--- config.mk ---
export PLATFORM = sky130hd
export DESIGN_NAME = ad7763_ctrl_arbiter
export DESIGN_NICKNAME = d
export VERILOG_FILES = /design/src/rtl/ad7763_ctrl_pkg.sv /design/src/rtl/ad7763_rr_arbiter.sv /design/src/rtl/ad7763_ctrl_arbiter.sv
export SDC_FILE = /design/constraint.sdc
export NUM_CORES = 1
export LEC_CHECK = 0
export ABC_AREA = 1
export CORE_MARGIN = 1.5
export CORE_UTILIZATION = 43
export DETAILED_ROUTE_END_ITERATION = 8
export PLACE_DENSITY_LB_ADDON = 0.25
export SYNTH_ARGS = -nofsm -noshare
export SYNTH_HDL_FRONTEND = slang
export SYNTH_HIERARCHICAL = 1
export SYNTH_SLANG_ARGS = --single-unit
--- constraint.sdc ---
create_clock -name aclk -period 5.2 [get_ports aclk]
set_clock_uncertainty 0.15 [all_clocks]
set_input_delay 1.04 -clock aclk [delete_from_list [all_inputs] [get_ports aclk]]
set_output_delay 1.04 -clock aclk [all_outputs]
set_load 0.005 [all_outputs]
--- src/rtl/ad7763_ctrl_pkg.sv ---
// Shared types and constants for the AD7763 control-word port arbiter.
package ad7763_ctrl_pkg;

    localparam int AD_WORD_W   = 32;

    // Control-word layout: register address in the upper half, register data in the lower half.
    localparam int AD_ADDR_MSB = 31;
    localparam int AD_ADDR_LSB = 16;
    localparam int AD_DATA_MSB = 15;
    localparam int AD_DATA_LSB = 0;

    typedef enum logic [1:0] {
        ST_IDLE      = 2'd0,
        ST_ISSUE     = 2'd1,
        ST_WAIT_DONE = 2'd2,
        ST_GAP       = 2'd3
    } ctrl_state_t;

    function automatic logic [AD_WORD_W-1:0] ad7763_word(
        input logic [AD_ADDR_MSB-AD_ADDR_LSB:0] addr,
        input logic [AD_DATA_MSB-AD_DATA_LSB:0] data
    );
        logic [AD_WORD_W-1:0] w;
        w = '0;
        w[AD_ADDR_MSB:AD_ADDR_LSB] = addr;
        w[AD_DATA_MSB:AD_DATA_LSB] = data;
        return w;
    endfunction

endpackage

--- src/rtl/ad7763_rr_arbiter.sv ---
// Combinational one-hot round-robin grant; the search starts at i_ptr and wraps.
module ad7763_rr_arbiter #(
    parameter  int NUM_REQ = 4,
    localparam int IDX_W   = $clog2(NUM_REQ)
) (
    input  logic [NUM_REQ-1:0] i_req,
    input  logic [IDX_W-1:0]   i_ptr,
    output logic [NUM_REQ-1:0] o_grant,
    output logic [IDX_W-1:0]   o_idx,
    output logic               o_any
);

    logic             w_found;
    logic [IDX_W-1:0] w_pos;

    always_comb begin
        o_grant = '0;
        o_idx   = '0;
        w_found = 1'b0;
        w_pos   = '0;
        for (int k = 0; k < NUM_REQ; k++) begin
            w_pos = IDX_W'((int'(i_ptr) + k) % NUM_REQ);
            if (!w_found && i_req[w_pos]) begin
                w_found        = 1'b1;
                o_grant[w_pos] = 1'b1;
                o_idx          = w_pos;
            end
        end
        o_any = w_found;
    end

endmodule

--- src/rtl/ad7763_ctrl_arbiter.sv ---
// Round-robin sharing of the AD7763 control-word serializer between NUM_REQ requesters.
// Optional watchdog enabled by defining AD7763_CTRL_TIMEOUT_EN.
module ad7763_ctrl_arbiter
    import ad7763_ctrl_pkg::*;
#(
    parameter  int NUM_REQ        = 4,
    parameter  int WORD_W         = AD_WORD_W,
    parameter  int GAP_CYCLES     = 16,
    parameter  int TIMEOUT_CYCLES = 4096,
    localparam int IDX_W          = $clog2(NUM_REQ)
) (
    input  logic                      aclk,
    input  logic                      aresetn,
    input  logic [NUM_REQ-1:0]        req_valid,
    input  logic [NUM_REQ*WORD_W-1:0] req_data,
    output logic [NUM_REQ-1:0]        req_ready,
    output logic                      m_valid,
    output logic [WORD_W-1:0]         m_data,
    input  logic                      m_ready,
    input  logic                      m_done,
    output logic [IDX_W-1:0]          grant_id,
    output logic                      busy,
    output logic                      err_timeout
);

    localparam int GAP_W    = (GAP_CYCLES > 1) ? $clog2(GAP_CYCLES) : 1;
    localparam int GAP_LOAD = (GAP_CYCLES > 0) ? GAP_CYCLES - 1 : 0;

    ctrl_state_t        r_state, w_state_nxt;
    logic [IDX_W-1:0]   r_ptr, r_grant_id, w_idx;
    logic [NUM_REQ-1:0] w_grant;
    logic               w_any, w_accept, w_wd_expired;
    logic [WORD_W-1:0]  r_m_data;
    logic [GAP_W-1:0]   r_gap_cnt;
    logic [WORD_W-1:0]  w_words [NUM_REQ];

    for (genvar gi = 0; gi < NUM_REQ; gi++) begin : g_unpack
        assign w_words[gi] = req_data[gi*WORD_W +: WORD_W];
    end

    ad7763_rr_arbiter #(.NUM_REQ(NUM_REQ)) u_arb (
        .i_req   (req_valid),
        .i_ptr   (r_ptr),
        .o_grant (w_grant),
        .o_idx   (w_idx),
        .o_any   (w_any)
    );

`ifdef AD7763_CTRL_TIMEOUT_EN
    localparam int WD_W = (TIMEOUT_CYCLES > 1) ? $clog2(TIMEOUT_CYCLES) : 1;

    logic [WD_W-1:0] r_wd_cnt;
    logic            r_err;

    assign w_wd_expired = (r_state == ST_ISSUE || r_state == ST_WAIT_DONE) &&
                          (r_wd_cnt == WD_W'(TIMEOUT_CYCLES - 1));

    // Restarts on every state change so ISSUE and WAIT_DONE are each timed from entry.
    always_ff @(posedge aclk or negedge aresetn) begin
        if (!aresetn) begin
            r_wd_cnt <= '0;
            r_err    <= 1'b0;
        end else begin
            if (w_state_nxt != r_state)
                r_wd_cnt <= '0;
            else if (r_state == ST_ISSUE || r_state == ST_WAIT_DONE)
                r_wd_cnt <= r_wd_cnt + WD_W'(1);
            if (w_wd_expired)
                r_err <= 1'b1;
        end
    end

    assign err_timeout = r_err;
`else
    localparam int unused_timeout_cycles = TIMEOUT_CYCLES;

    assign w_wd_expired = 1'b0;
    assign err_timeout  = 1'b0;
`endif

    always_comb begin
        w_state_nxt = r_state;
        w_accept    = 1'b0;
        unique case (r_state)
            ST_IDLE: begin
                if (w_any) begin
                    w_accept    = 1'b1;
                    w_state_nxt = ST_ISSUE;
                end
            end
            ST_ISSUE: begin
                if (w_wd_expired)
                    w_state_nxt = ST_GAP;
                else if (m_ready)
                    w_state_nxt = ST_WAIT_DONE;
            end
            ST_WAIT_DONE: begin
                if (w_wd_expired)
                    w_state_nxt = ST_GAP;
                else if (m_done)
                    w_state_nxt = (GAP_CYCLES == 0) ? ST_IDLE : ST_GAP;
            end
            ST_GAP: begin
                if (r_gap_cnt == '0)
                    w_state_nxt = ST_IDLE;
            end
            default: w_state_nxt = ST_IDLE;
        endcase
    end

    always_ff @(posedge aclk or negedge aresetn) begin
        if (!aresetn) begin
            r_state    <= ST_IDLE;
            r_ptr      <= '0;
            r_grant_id <= '0;
            r_m_data   <= '0;
            r_gap_cnt  <= '0;
        end else begin
            r_state <= w_state_nxt;
            if (w_accept) begin
                r_m_data   <= w_words[w_idx];
                r_grant_id <= w_idx;
                r_ptr      <= (w_idx == IDX_W'(NUM_REQ - 1)) ? '0 : w_idx + IDX_W'(1);
            end
            // GAP lasts GAP_CYCLES cycles: loaded on entry, leaves when it reads zero.
            if (w_state_nxt == ST_GAP && r_state != ST_GAP)
                r_gap_cnt <= GAP_W'(GAP_LOAD);
            else if (r_state == ST_GAP && r_gap_cnt != '0)
                r_gap_cnt <= r_gap_cnt - GAP_W'(1);
        end
    end

    assign req_ready = (r_state == ST_IDLE) ? w_grant : '0;
    assign m_valid   = (r_state == ST_ISSUE);
    assign m_data    = r_m_data;
    assign grant_id  = r_grant_id;
    assign busy      = (r_state != ST_IDLE);

endmodule

Word level (Yosys, flattened, before mapping)
Index checks and enable logic that the tools add are counted.
{"block": "classes", "bitwise_logic": 4, "n_addsub": 5, "muxes": 42, "reduce_logical": 17, "eq_ne": 6, "order_cmp": 9}
{"operator": "$bmux 32 s2", "n": 1}
{"operator": "$mux 32", "n": 2}
{"operator": "$mux 4", "n": 7}
{"operator": "$mux 2", "n": 9}
{"operator": "$mux 1", "n": 14}
{"operator": "$lt 2x3->1 const B", "n": 4}
{"operator": "$or 4x4->4", "n": 3}
{"operator": "$logic_and 1x1->1", "n": 9}
{"operator": "$bmux 1 s2", "n": 4}
{"operator": "$demux 1 s2", "n": 4}
{"operator": "$eq 2x2->1 const B", "n": 4}
{"operator": "$ge 2x1->1 const B", "n": 4}
{"operator": "$pmux 2 s4", "n": 1}
{"operator": "$add 2x1->2 const B", "n": 2}
{"operator": "$add 2x2->2 const B", "n": 2}
{"operator": "$logic_not 4->1", "n": 1}
{"operator": "$reduce_bool 2->1", "n": 2}
{"operator": "$reduce_bool 4->1", "n": 1}
{"operator": "$sub 4x1->4 const B", "n": 1}
{"operator": "$ge 3x3->1 const B", "n": 1}
{"operator": "$logic_not 1->1", "n": 3}
{"operator": "$not 2->3", "n": 1}
{"operator": "$eq 2x1->1 const B", "n": 1}
{"operator": "$logic_not 2->1", "n": 1}
{"operator": "$ne 2x2->1 const B", "n": 1}
{"block": "totals", "out_inout_bits": 41, "elab_cells": 88, "regBits": 42}

Depth between registers and ports, before layout
{"block": "depth", "word_depth": 17, "ltp_mapped": 18, "mapped_depth_nobuf": 15}

Modules after synthesis
Netlist, hierarchy kept.
{"mod": "ad7763_ctrl_arbiter", "area_per_inst_um2": 2905.3, "instances": 1, "cells_each": 488}
{"mod": "ad7763_rr_arbiter", "area_per_inst_um2": 440.4, "instances": 1, "cells_each": 74}

Worst setup path after synthesis
No wires, ideal clock.
{"block": "synth_timing", "path_type": "input to output", "from": "input port req_valid[3]", "to": "output port req_ready[0]", "t_required_ns": 4.010, "path_slack_ns": 2.110, "stages": 9, "arrival_ns": 1.900, "path_cell_list": "inv_1 -> nand2_1 -> nand3_4 -> nand2_4 -> nor2_1 -> a21oi_1 -> nand3_1 -> inv_1 -> nor2_1"}
{"block": "synth_between", "elab_chain_len": 13}
{"element": "start, declared", "line": "ad7763_ctrl_arbiter.sv:14", "text": "input logic [NUM_REQ-1:0] req_valid,"}
{"element": "$bmux 1 s2", "line": "ad7763_rr_arbiter.sv:23", "text": "if (!w_found && i_req[w_pos]) begin"}
{"element": "$mux 1 (implied by the code)", "line": "ad7763_rr_arbiter.sv:23"}
{"element": "$mux 1", "line": "ad7763_rr_arbiter.sv:23"}
{"element": "$logic_not 1->1", "line": "ad7763_rr_arbiter.sv:23"}
{"element": "$logic_and 1x1->1", "line": "ad7763_rr_arbiter.sv:23"}
{"element": "$mux 1", "line": "ad7763_rr_arbiter.sv:23"}
{"element": "$logic_not 1->1", "line": "ad7763_rr_arbiter.sv:23"}
{"element": "$logic_and 1x1->1", "line": "ad7763_rr_arbiter.sv:23"}
{"element": "$mux 1", "line": "ad7763_rr_arbiter.sv:23"}
{"element": "$logic_not 1->1", "line": "ad7763_rr_arbiter.sv:23"}
{"element": "$logic_and 1x1->1", "line": "ad7763_rr_arbiter.sv:23"}
{"element": "$mux 4 (*)", "line": "ad7763_rr_arbiter.sv:23"}
{"element": "net w_grant[0]", "line": "ad7763_ctrl_arbiter.sv:31", "text": "logic [NUM_REQ-1:0] w_grant;"}
{"element": "$mux 4 (*)", "line": "ad7763_ctrl_arbiter.sv:133", "text": "assign req_ready = (r_state == ST_IDLE) ? w_grant : '0;"}
{"element": "end, declared", "line": "ad7763_ctrl_arbiter.sv:16", "text": "output logic [NUM_REQ-1:0] req_ready,"}
The timed path passes the listed nets; every way through them passes the cells marked *. The select of a mux whose other input is x is not followed.

Worst setup path after layout
{"block": "layout_timing", "from": "input port req_valid[3]", "to": "output port req_ready[1]"}
Same word-level chain as after synthesis.

==> impl_metrics.env <==
export IMPL_outcome="completed"
export IMPL_routed_wl_um=10420
export IMPL_hold_viol=0
export IMPL_drive_gt1_frac=0.04312
export IMPL_slowest_stage="clkdlybuf4s50_1"
export IMPL_worstHoldPathType="reg2reg"
export IMPL_initial_core_util=0.4516
export IMPL_antenna_found_initial=0
export IMPL_synth_distinct_cells=24
export IMPL_power_density_nw_per_um2=589.3
export IMPL_maxCapViolCount=0
export IMPL_vdd_drop_max_v=0.0006516
export IMPL_worst_slew_pin_slew_ns=1.003
export IMPL_cts_setup_buffers=0
export IMPL_io_pins=177
export IMPL_cp_required_ns=4.01
export IMPL_clkLatencyLatePin_ns=0.30
export IMPL_fin_cells=818
export IMPL_wl_met3_um=595
export IMPL_wl_met1_um=4236
export IMPL_drt_initial_drc_count=156
export IMPL_grt_max_degree=66
export IMPL_syn_nets=705
export IMPL_min_from="m_data[7]"
export IMPL_dpl_hpwl_um=7864
export IMPL_rsz0062_at_grt="false"
export IMPL_grt_pass1_wl_um=17180
export IMPL_relSlewSlack=0.3305
export IMPL_tns_ns=0
export IMPL_critPathKind="in2out"
export IMPL_yosysSeqAreaShare=0.3141
export IMPL_vias_per_cell=4.760
export IMPL_grt_pass1_vias=3733
export IMPL_tritoncts="done"
export IMPL_max_freq_mhz=236.7
export IMPL_syn_area_um2=3346
export IMPL_p_leak_uw=0.002643
export IMPL_fp_dieW_um=91.21
export IMPL_cts_resized=0
export IMPL_crit_start="req_valid[3]"
export IMPL_synth_cells=562
export IMPL_final_util=0.6933
export IMPL_placed_cells=810
export IMPL_gp_congestion=0.9267
export IMPL_crit_chain="clkdlybuf4s50_1, inv_1, nand2_1, nand3_4, nand2_4, nor2_1, a21oi_1, nand3_1, inv_1, nor2_1, clkdlybuf4s50_1"
export IMPL_clock_sinks=42
export IMPL_drt_antenna_violating_nets=0
export IMPL_grtUsageTotal=0.2570
export IMPL_clockRootBuffer="clkbuf_8"
export IMPL_critPathLaunchType="primary input"
export IMPL_fin_crit_sh=0.8124
export IMPL_row_count=31
export IMPL_cp_max_fo=7
export IMPL_crit_family="buffers and inverters"
export IMPL_drt_pass1_iter_count=5
export IMPL_fp_dieArea_um2=8319
export IMPL_wl_met2_um=5249
export IMPL_crit_arrival_ns=3.03
export IMPL_cts_buffers=5
export IMPL_cpPeakStageDelay_ns=0.51
export IMPL_final_common_cell="nand2_1"
export IMPL_ys_ff_latch=42
export IMPL_port_buffers=175
export IMPL_syn2layout_area_growth_pct=53.52
export IMPL_ys_warn_count=6
export IMPL_diodes=0
export IMPL_avgSynthCellArea_um2=5.953
export IMPL_die_y_um=91.21
export IMPL_drv_slew=0
export IMPL_route_detailed_wl_per_inst_um=12.73
export IMPL_drc=0
export IMPL_finalSetupViolations=0
export IMPL_nNetsFinal=861
export IMPL_clk_pin_slew_ns=0.09
export IMPL_cts_htree_levels=2
export IMPL_cp_end_kind="output pin"
export IMPL_final_cell_mix="363 x nand2_1, 174 x clkdlybuf4s50_1, 47 x nand3_1"
export IMPL_r2r_start="r_ptr[0]"
export IMPL_clk_path_buf_depth=2
export IMPL_cp_buffers_inverters=4
export IMPL_cts_hold_buf=0
export IMPL_grt_ovfl_total=0
export IMPL_vias=3894
export IMPL_top_layer="met4"
export IMPL_core_area_um2=7408
export IMPL_min_period_ns=4.225
[worst register-to-register path, stage by stage (launching register included)]
cell     delay, ns
dfrtp_1       0.57
inv_2         0.20
ha_1          0.40
inv_1         0.11
nand3_1       0.10
nand2_1       0.06
nor2_1        0.31
a21oi_1       0.12
nand3_1       0.63
inv_2         0.34
nand2_1       0.15
nand2_1       0.07
nand2_1       0.06
nand2_1       0.05
[state kept, by name, indices dropped and copies added, names as in the netlist]
| signal | flops |
|---|---|
| r_state | 2 |
| r_gap_cnt | 4 |
| r_ptr | 2 |
| grant_id | 2 |
| m_data | 32 |
[power breakdown]
part / leakage [uW] / switching, uW / total, uW / internal (uW)
registers: 0.000525 / 113 / 603 / 490
clock network: 0.0000447 / 126 / 223 / 97.0
logic: 0.00207 / 1350 / 2200 / 852
[cell families (layout without fill, tap and decap cells)]
group | Yosys count | in the layout | synth area share
and+or+nand+nor | 442 | 442 | 0.5426
buffers and inverters | 53 | 210 | 0.08676
DFF | 42 | 42 | 0.3141
AOI/OAI and AO/OA | 17 | 17 | 0.02917
adders and majority gates | 7 | 7 | 0.02618
other | 1 | 1 | 0.001121
[cell type report]
| class | count | area [um2] |
|---|---|---|
| fill | 642 | 2272 |
| multi-input combinational | 467 | 2009 |
| timing repair buffer | 177 | 1762 |
| sequential | 42 | 1051 |
| tap | 99 | 123.9 |
| inverter | 25 | 96.34 |
| clock buffer | 5 | 68.82 |
| clock inverter | 3 | 25.02 |
[cells in the mapped netlist]
cell / number / area [um2]
nand2_1: 363 / 1363
nand3_1: 48 / 240.2
dfrtp_1: 42 / 1051
inv_1: 19 / 71.32
buf_4: 11 / 82.58
nand4_1: 9 / 56.30
nor2_1: 9 / 33.78
buf_2: 8 / 40.04
a21oi_1: 7 / 35.03
ha_1: 7 / 87.58
nand2_2: 7 / 43.79
buf_6: 5 / 56.30
inv_2: 5 / 18.77
o21ai_0: 5 / 25.02
a21boi_0: 4 / 30.03
clkbuf_1: 3 / 11.26
nand3_4: 2 / 35.03
nor2_4: 2 / 22.52
buf_1: 1 / 3.750
conb_1: 1 / 3.750
inv_4: 1 / 6.260
nand2_4: 1 / 11.26
nand3_2: 1 / 10.01
o21a_1: 1 / 7.510
[metal layers]
layer	global-route usage	vias up
li1	-	2041
met1	0.3088	1701
met2	0.4534	120
met3	0.04523	32
met4	0.09896	0
met5	0	-
[final timing paths]
| path | to | slack [ns] | cells after the start |
|---|---|---|---|
| worst max-delay path | req_ready[1] | 0.98 | 11 |
| worst min-delay path | m_data[7] | 0.33 | 2 |
| worst max register to register | m_data[27] | 1.77 | 13 |
| worst min register to register | m_data[7] | 0.33 | 2 |
| max in group asynchronous | m_data[17] | 3.57 | 1 |
| min in group asynchronous | m_data[10] | 0.73 | 1 |
[stage by stage]
| step | hold WS, ns | instance area, um2 | worst slack [ns] | power, uW |
|---|---|---|---|---|
| 6_report | 0.3349 | 5136 | 0.9755 | 3027 |
| 5_1_grt | 0.3631 | 5136 | 0.8236 | 3390 |
| 4_1_cts | 0.3378 | 5136 | 0.9763 | 3059 |
| 3_5_place_dp | 0.3150 | 5042 | 0.9874 | 2822 |
| 3_3_place_gp | 0.3119 | 5042 | 1.088 | 2748 |
| 2_1_floorplan | 0.3224 | 3346 | 2.110 | 2214 |
(Power assumes the default switching activity.)
